File: config.mk
export PLATFORM = sky130hd
export DESIGN_NAME = regfile_mp_flat
export DESIGN_NICKNAME = d
export VERILOG_FILES = /design/src/rtl/regfile_pkg.sv /design/src/rtl/regfile_mp_if.sv /design/src/rtl/regfile_scoreboard.sv /design/src/rtl/regfile_mp.sv /design/src/flat_wrapper.sv
export SDC_FILE = /design/constraint.sdc
export NUM_CORES = 2
export LEC_CHECK = 0
export CAP_MARGIN = 30
export CORE_MARGIN = 2
export CORE_UTILIZATION = 50
export DETAILED_ROUTE_END_ITERATION = 16
export HOLD_SLACK_MARGIN = 0.1
export PLACE_DENSITY = 0.69
export SLEW_MARGIN = 20
export SYNTH_ARGS = -nofsm -noshare
export SYNTH_HDL_FRONTEND = slang
export SYNTH_HIERARCHICAL = 1
export SYNTH_SLANG_ARGS = --single-unit
File: constraint.sdc
create_clock -name clk -period 2.93 [get_ports clk]
set_input_delay 0.586 -clock clk [delete_from_list [all_inputs] [get_ports clk]]
set_output_delay 0.586 -clock clk [all_outputs]
set_load 0.1 [all_outputs]
File: src/rtl/regfile_pkg.sv
// regfile_pkg: shared constants and helpers for the multi-port register file.
// Latency: n/a (types and constants only).
// Backpressure: n/a.
package regfile_pkg;

  localparam int XLEN_DEF  = 32;
  localparam int NREGS_DEF = 32;
  localparam int ZERO_REG  = 0;

  // Address width for a bank of nregs registers; never narrower than one bit.
  function automatic int calc_aw(input int nregs);
    return (nregs > 1) ? $clog2(nregs) : 1;
  endfunction

endpackage

File: src/rtl/regfile_mp_if.sv
// regfile_mp_if: read/write/reserve bus between the decode/writeback stages and regfile_mp.
// Latency: n/a (wiring only).
// Backpressure: none; the master drives every field every cycle.
interface regfile_mp_if
  import regfile_pkg::*;
#(
  parameter int XLEN  = XLEN_DEF,
  parameter int NREGS = NREGS_DEF,
  parameter int NRD   = 2,
  parameter int NWR   = 1,
  localparam int AW   = calc_aw(NREGS)
);

  logic [NRD*AW-1:0]   rd_addr;
  logic [NRD*XLEN-1:0] rd_data;
  logic [NRD-1:0]      rd_busy;
  logic [NWR-1:0]      wr_en;
  logic [NWR*AW-1:0]   wr_addr;
  logic [NWR*XLEN-1:0] wr_data;
  logic                rsv_en;
  logic [AW-1:0]       rsv_addr;
  logic                flush;

  modport master (
    output rd_addr, wr_en, wr_addr, wr_data, rsv_en, rsv_addr, flush,
    input  rd_data, rd_busy
  );

  modport slave (
    input  rd_addr, wr_en, wr_addr, wr_data, rsv_en, rsv_addr, flush,
    output rd_data, rd_busy
  );

endinterface

File: src/rtl/regfile_scoreboard.sv
// regfile_scoreboard: per-register busy bits tracking writebacks still in flight.
// Latency: set/clear/flush take effect at the next clk edge; lookups are combinational.
// Backpressure: none; priority is flush > reserve > write-clear.
module regfile_scoreboard
  import regfile_pkg::*;
#(
  parameter int NREGS = NREGS_DEF,
  parameter int NRD   = 2,
  parameter int NWR   = 1,
  localparam int AW   = calc_aw(NREGS)
) (
  input  logic              clk,
  input  logic              rst,
  input  logic [NWR-1:0]    wr_en,
  input  logic [NWR*AW-1:0] wr_addr,
  input  logic              rsv_en,
  input  logic [AW-1:0]     rsv_addr,
  input  logic              flush,
  input  logic [NRD*AW-1:0] rd_addr,
  output logic [NRD-1:0]    rd_busy
);

  logic [NREGS-1:0] busy;
  logic [NREGS-1:0] busy_nxt;

  // Next busy vector: writes retire, a younger reserve re-arms, flush wipes everything.
  always_comb begin
    busy_nxt = busy;
    for (int p = 0; p < NWR; p++) begin
      if (wr_en[p]) busy_nxt[wr_addr[p*AW +: AW]] = 1'b0;
    end
    if (rsv_en) busy_nxt[rsv_addr] = 1'b1;
    if (flush) busy_nxt = '0;
    busy_nxt[ZERO_REG] = 1'b0;
  end

  // Busy register with asynchronous clear.
  always_ff @(posedge clk or negedge rst) begin
    if (!rst) busy <= '0;
    else      busy <= busy_nxt;
  end

  for (genvar k = 0; k < NRD; k++) begin : g_lookup
    assign rd_busy[k] = busy[rd_addr[k*AW +: AW]];
  end

endmodule

File: src/rtl/regfile_mp.sv
// regfile_mp: NRD-read / NWR-write integer register file with hard-wired x0 and write scoreboard.
// Latency: reads 0 cycles (combinational); writes and busy updates land on the next clk edge.
// Backpressure: none, all inputs sampled every edge. REGFILE_BYPASS_EN enables write-to-read forwarding.
module regfile_mp
  import regfile_pkg::*;
#(
  parameter int XLEN  = XLEN_DEF,
  parameter int NREGS = NREGS_DEF,
  parameter int NRD   = 2,
  parameter int NWR   = 1
) (
  input logic         clk,
  input logic         rst,
  regfile_mp_if.slave bus
);

  localparam int AW = calc_aw(NREGS);

  logic [XLEN-1:0] regs [NREGS];
  logic [NRD-1:0]  sb_busy;

  // Storage update; later ports are applied last so the highest index wins a shared address.
  always_ff @(posedge clk or negedge rst) begin
    if (!rst) begin
      for (int r = 0; r < NREGS; r++) regs[r] <= '0;
    end else begin
      for (int p = 0; p < NWR; p++) begin
        if (bus.wr_en[p] && (bus.wr_addr[p*AW +: AW] != AW'(ZERO_REG)))
          regs[bus.wr_addr[p*AW +: AW]] <= bus.wr_data[p*XLEN +: XLEN];
      end
    end
  end

  regfile_scoreboard #(
    .NREGS (NREGS),
    .NRD   (NRD),
    .NWR   (NWR)
  ) u_sb (
    .clk      (clk),
    .rst      (rst),
    .wr_en    (bus.wr_en),
    .wr_addr  (bus.wr_addr),
    .rsv_en   (bus.rsv_en),
    .rsv_addr (bus.rsv_addr),
    .flush    (bus.flush),
    .rd_addr  (bus.rd_addr),
    .rd_busy  (sb_busy)
  );

  for (genvar k = 0; k < NRD; k++) begin : g_rd
    logic [AW-1:0]   addr;
    logic [XLEN-1:0] data;
    logic            busy;

    assign addr = bus.rd_addr[k*AW +: AW];

    // Read port mux; optional same-cycle forwarding, forced to zero while in reset.
    always_comb begin
      data = regs[addr];
      busy = sb_busy[k];
`ifdef REGFILE_BYPASS_EN
      for (int p = 0; p < NWR; p++) begin
        if (bus.wr_en[p] && (addr != AW'(ZERO_REG)) && (bus.wr_addr[p*AW +: AW] == addr)) begin
          data = bus.wr_data[p*XLEN +: XLEN];
          // A reserve in the same cycle means a younger producer is still pending.
          if (!(bus.rsv_en && (bus.rsv_addr == addr))) busy = 1'b0;
        end
      end
`endif
      if (!rst) begin
        data = '0;
        busy = 1'b0;
      end
    end

    assign bus.rd_data[k*XLEN +: XLEN] = data;
    assign bus.rd_busy[k]              = busy;
  end

endmodule
File: src/flat_wrapper.sv
// flat-port wrapper written by rule: the top's interface ports become plain ports
module regfile_mp_flat import regfile_pkg::*;
#(
  parameter int XLEN  = XLEN_DEF,
  parameter int NREGS = NREGS_DEF,
  parameter int NRD   = 2,
  parameter int NWR   = 1
)
  (clk, rst, bus_rd_addr, bus_wr_en, bus_wr_addr, bus_wr_data, bus_rsv_en, bus_rsv_addr, bus_flush, bus_rd_data, bus_rd_busy);
  regfile_mp_if #(.XLEN(XLEN), .NREGS(NREGS), .NRD(NRD), .NWR(NWR)) bus_i ();
  input logic clk;
  input logic rst;
  input wire logic [$bits(bus_i.rd_addr)-1:0] bus_rd_addr;
  input wire logic [$bits(bus_i.wr_en)-1:0] bus_wr_en;
  input wire logic [$bits(bus_i.wr_addr)-1:0] bus_wr_addr;
  input wire logic [$bits(bus_i.wr_data)-1:0] bus_wr_data;
  input wire logic [$bits(bus_i.rsv_en)-1:0] bus_rsv_en;
  input wire logic [$bits(bus_i.rsv_addr)-1:0] bus_rsv_addr;
  input wire logic [$bits(bus_i.flush)-1:0] bus_flush;
  output wire logic [$bits(bus_i.rd_data)-1:0] bus_rd_data;
  output wire logic [$bits(bus_i.rd_busy)-1:0] bus_rd_busy;
  assign bus_i.rd_addr = bus_rd_addr;
  assign bus_i.wr_en = bus_wr_en;
  assign bus_i.wr_addr = bus_wr_addr;
  assign bus_i.wr_data = bus_wr_data;
  assign bus_i.rsv_en = bus_rsv_en;
  assign bus_i.rsv_addr = bus_rsv_addr;
  assign bus_i.flush = bus_flush;
  assign bus_rd_data = bus_i.rd_data;
  assign bus_rd_busy = bus_i.rd_busy;
  regfile_mp #(.XLEN(XLEN), .NREGS(NREGS), .NRD(NRD), .NWR(NWR)) u_core (.clk(clk), .rst(rst), .bus(bus_i));
endmodule
==> flow_summary.toml <==
[critical_path]
cp_top_family = "multiplexers"
crit_path_end = "bus_rd_data[6]"
r2r_end = "u_core/regs[785]"
required_ns = 2.34
reg2reg_from = "u_core/regs[785]"
critical_path_cell_count = 6
startpoint = "u_core/regs[902]"
cp.arrival_ns = 2.57
critical_path_buf_inv_count = 2
cpMaxStageDelayCell = "mux4_2"
critPathKind = "reg2out"
critPathMaxFanout = 3
crit_path_max_incr_delay_ns = 0.50
r2r_slack_ns = 1.90
ff2ff_path_depth = 3
end_kind = "output port"
crit_chain = "mux4_2 > mux2_4 > o221ai_4 > buf_6 > a31oi_4 > buf_12"
startpoint_type = "register"

[place]
post-place-ws_ns = -0.270
place.gp.congestion = 0.886
port_buffers = 122
hpwlAfterDp_mm = 116

[logic_synthesis]
yosysMostFrequentCell = "mux2_2"
synth-main-ff-cell = "dfrtp_1"
async_reset_ff_share_pct = 100
syn_area_per_cell_sq_um = 14.9
yosys-top-cells-area = "dfrtp_1, mux2_2, mux4_2"
synth_edf_count = 0
yosys_warnings = 6
synth_common_cells = "mux2_2, dfrtp_1, mux4_2, clkbuf_1, buf_2"
synth_top_area_cell = "dfrtp_1"
yosysSeqAreaShare_pct = 46.8
ys_ff_latch = 1055
synth_nets = 3841
synth_cell_types = 41
synthesis.area_sq_mm = 0.0564
netlist.area_leader.share_pct = 46.8
syn_inst = 3784

[worst_hold_path]
hp-class = "in2async"

[timing]
fin_skew_ns = 0
slew_violations = 0
timing.hold.ws_ns = 0.150
hold_violations = 0
tightest_slew_ns = 0.853
slew_headroom_pct = 43.1
min_period_over_period_pct = 108
worst_slack_ns = -0.229
rsz0062_at_grt = "true"
min_period_ns = 3.16
setup_viol = 64
clock.fmax_mhz = 317

[grt]
grt_start_max_net_pins = 68
grt_util_met1_pct = 42.8
antenna_found_initial = 1
grt_overflow = 0
met2_usage_pct = 51.3
grt_pass1_vias = 40000
grt_use_met3_pct = 5.59
grt_use_total_pct = 32.0
grt_pass1_wl_mm = 274
grt.busiest_layer = "met2"

[route]
dr.first_iter.drc_count = 3736
drc = 0
antenna_left = 0
first_pass_iters = 5
routedWlPerCell_um = 32.4
vias = 38600
drt-vias-per-instance = 6.71
wl_mm = 186

[clock_tree]
h-tree-depth = 3
numCtsBuffers = 111
tritoncts = "built"
path_clk_slew_ns = 0.06
cts.sinks = 1055
insertion_delay_ns = 0.70
cts_root_buffer = "clkbuf_16"
clock_path_buffers = 3

[final_layout]
drive_above_1_share_pct = 61.5
seqCellArea_sq_mm = 0.0264
area_delta_synth_final_pct = 26.4
fin_nets = 4215
fillCellCount = 7948
multi_input_area_sq_mm = 0.0303

[power]
leakage_nw = 30.4
powerDensity_mw_per_mm2 = 639
ir_worst_vdd_uv = 620

[outcome]
violations = "negative setup slack"
status = "finished with violations"

[die]
ios = 123
coreArea_sq_mm = 0.112
rows = 123
fp.dieH_um = 340
die_x_um = 340
start_util_pct = 50.2
die_area_sq_mm = 0.115

[job]
cap_viol_max_count = 0
[cell type report]
cell class,count,area share (%)
antenna,1,0.00351
multi-input combinational,2287,42.5
timing repair buffer,699,12.3
clock inverter,39,0.750
tap,1500,2.63
inverter,4,0.0281
clock buffer,169,4.75
sequential,1055,37.1
[stage by stage]
step | instances | setup TNS, ns | util, % | power [mW] | cell area, sq um
after floorplan | 3784 | -0.133 | - | 26.0 | 57400
after global placement | 5475 | -12.54 | 57.8 | 29.1 | 64900
after detailed placement | 5475 | -13.37 | 57.8 | 29.5 | 64900
after CTS | 5739 | -8.72 | 62.9 | 45.3 | 70600
after global routing | 5754 | -9.75 | 63.5 | 47.2 | 71200
final | 5754 | -7.22 | 63.5 | 45.5 | 71200
[cell families after synthesis]
group                  Yosys count  synth area share [%]
flip-flops                    1055                  46.8
buffers and inverters          442                  3.79
AO/OA/AOI/OAI                  381                  4.71
multiplexers                  1720                  43.1
AND/OR/NAND/NOR                186                  1.57
[power breakdown]
group | internal, mW | leakage (nW) | switching, mW
clock | 9.00 | 1.92 | 6.16
sequential | 17.3 | 13.6 | 2.06
combinational | 6.35 | 14.9 | 4.70
[timing repair]
action / 4_1_cts / 5_1_grt
resized for setup: 207 / 72
buffers inserted: 42 / 10
pin swaps: 40 / 24
endpoints found under the setup margin: 66 / 66
hold buffers: 8 / 0
hold endpoints to repair: 159 / 0
cloned: 7 / 6
[layout by cell type, fill, tap and decap left out, drive strengths merged, types with 15 or more instances in the layout]
cell type | netlist | routed
o221ai | 64 | 64
nor2 | 28 | 28
nand2 | 86 | 86
mux4 | 454 | 454
o21ai | 78 | 78
a22oi | 68 | 68
mux2 | 1120 | 1120
a221oi | 47 | 47
buf | 219 | 643
a31oi | 64 | 64
mux2i | 146 | 146
clkdlybuf4s50 | 0 | 45
clkinv | 0 | 20
o2111ai | 19 | 19
nor2b | 15 | 15
dfrtp | 1055 | 1055
a21oi | 37 | 37
clkbuf | 219 | 175
[worst register-to-register path: stages, from the launching register on]
cell,delay [ns]
dfrtp_1,0.40
buf_4,0.14
buf_4,0.12
mux2_2,0.25
[per-layer routing]
layer / share of wire, % / vias up
met5: 0 / -
met4: 5.1 / 0
met3: 7.5 / 490
met2: 48 / 1756
met1: 39 / 20900
li1: - / 15500
[worst min-delay path by stage]
stage | slack [ns] | cells past startpoint | endpoint | start
after floorplan | 0.29 | 0 | u_core/regs[0] | rst
after global placement | 0.38 | 0 | u_core/regs[1007] | u_core/regs[1007]
after detailed placement | 0.38 | 0 | u_core/regs[1001] | u_core/regs[1001]
after CTS | 0.11 | 3 | u_core/regs[108] | rst
after global routing | 0.15 | 3 | u_core/regs[701] | rst
final | 0.15 | 3 | u_core/regs[701] | rst
[sequential cells by signal (all words and copies together), names as in the netlist]
| name | cells |
|---|---|
| u_core/regs | 1024 |
| u_core/u_sb/busy | 31 |
No activity file was read; power rests on OpenSTA's default activity.
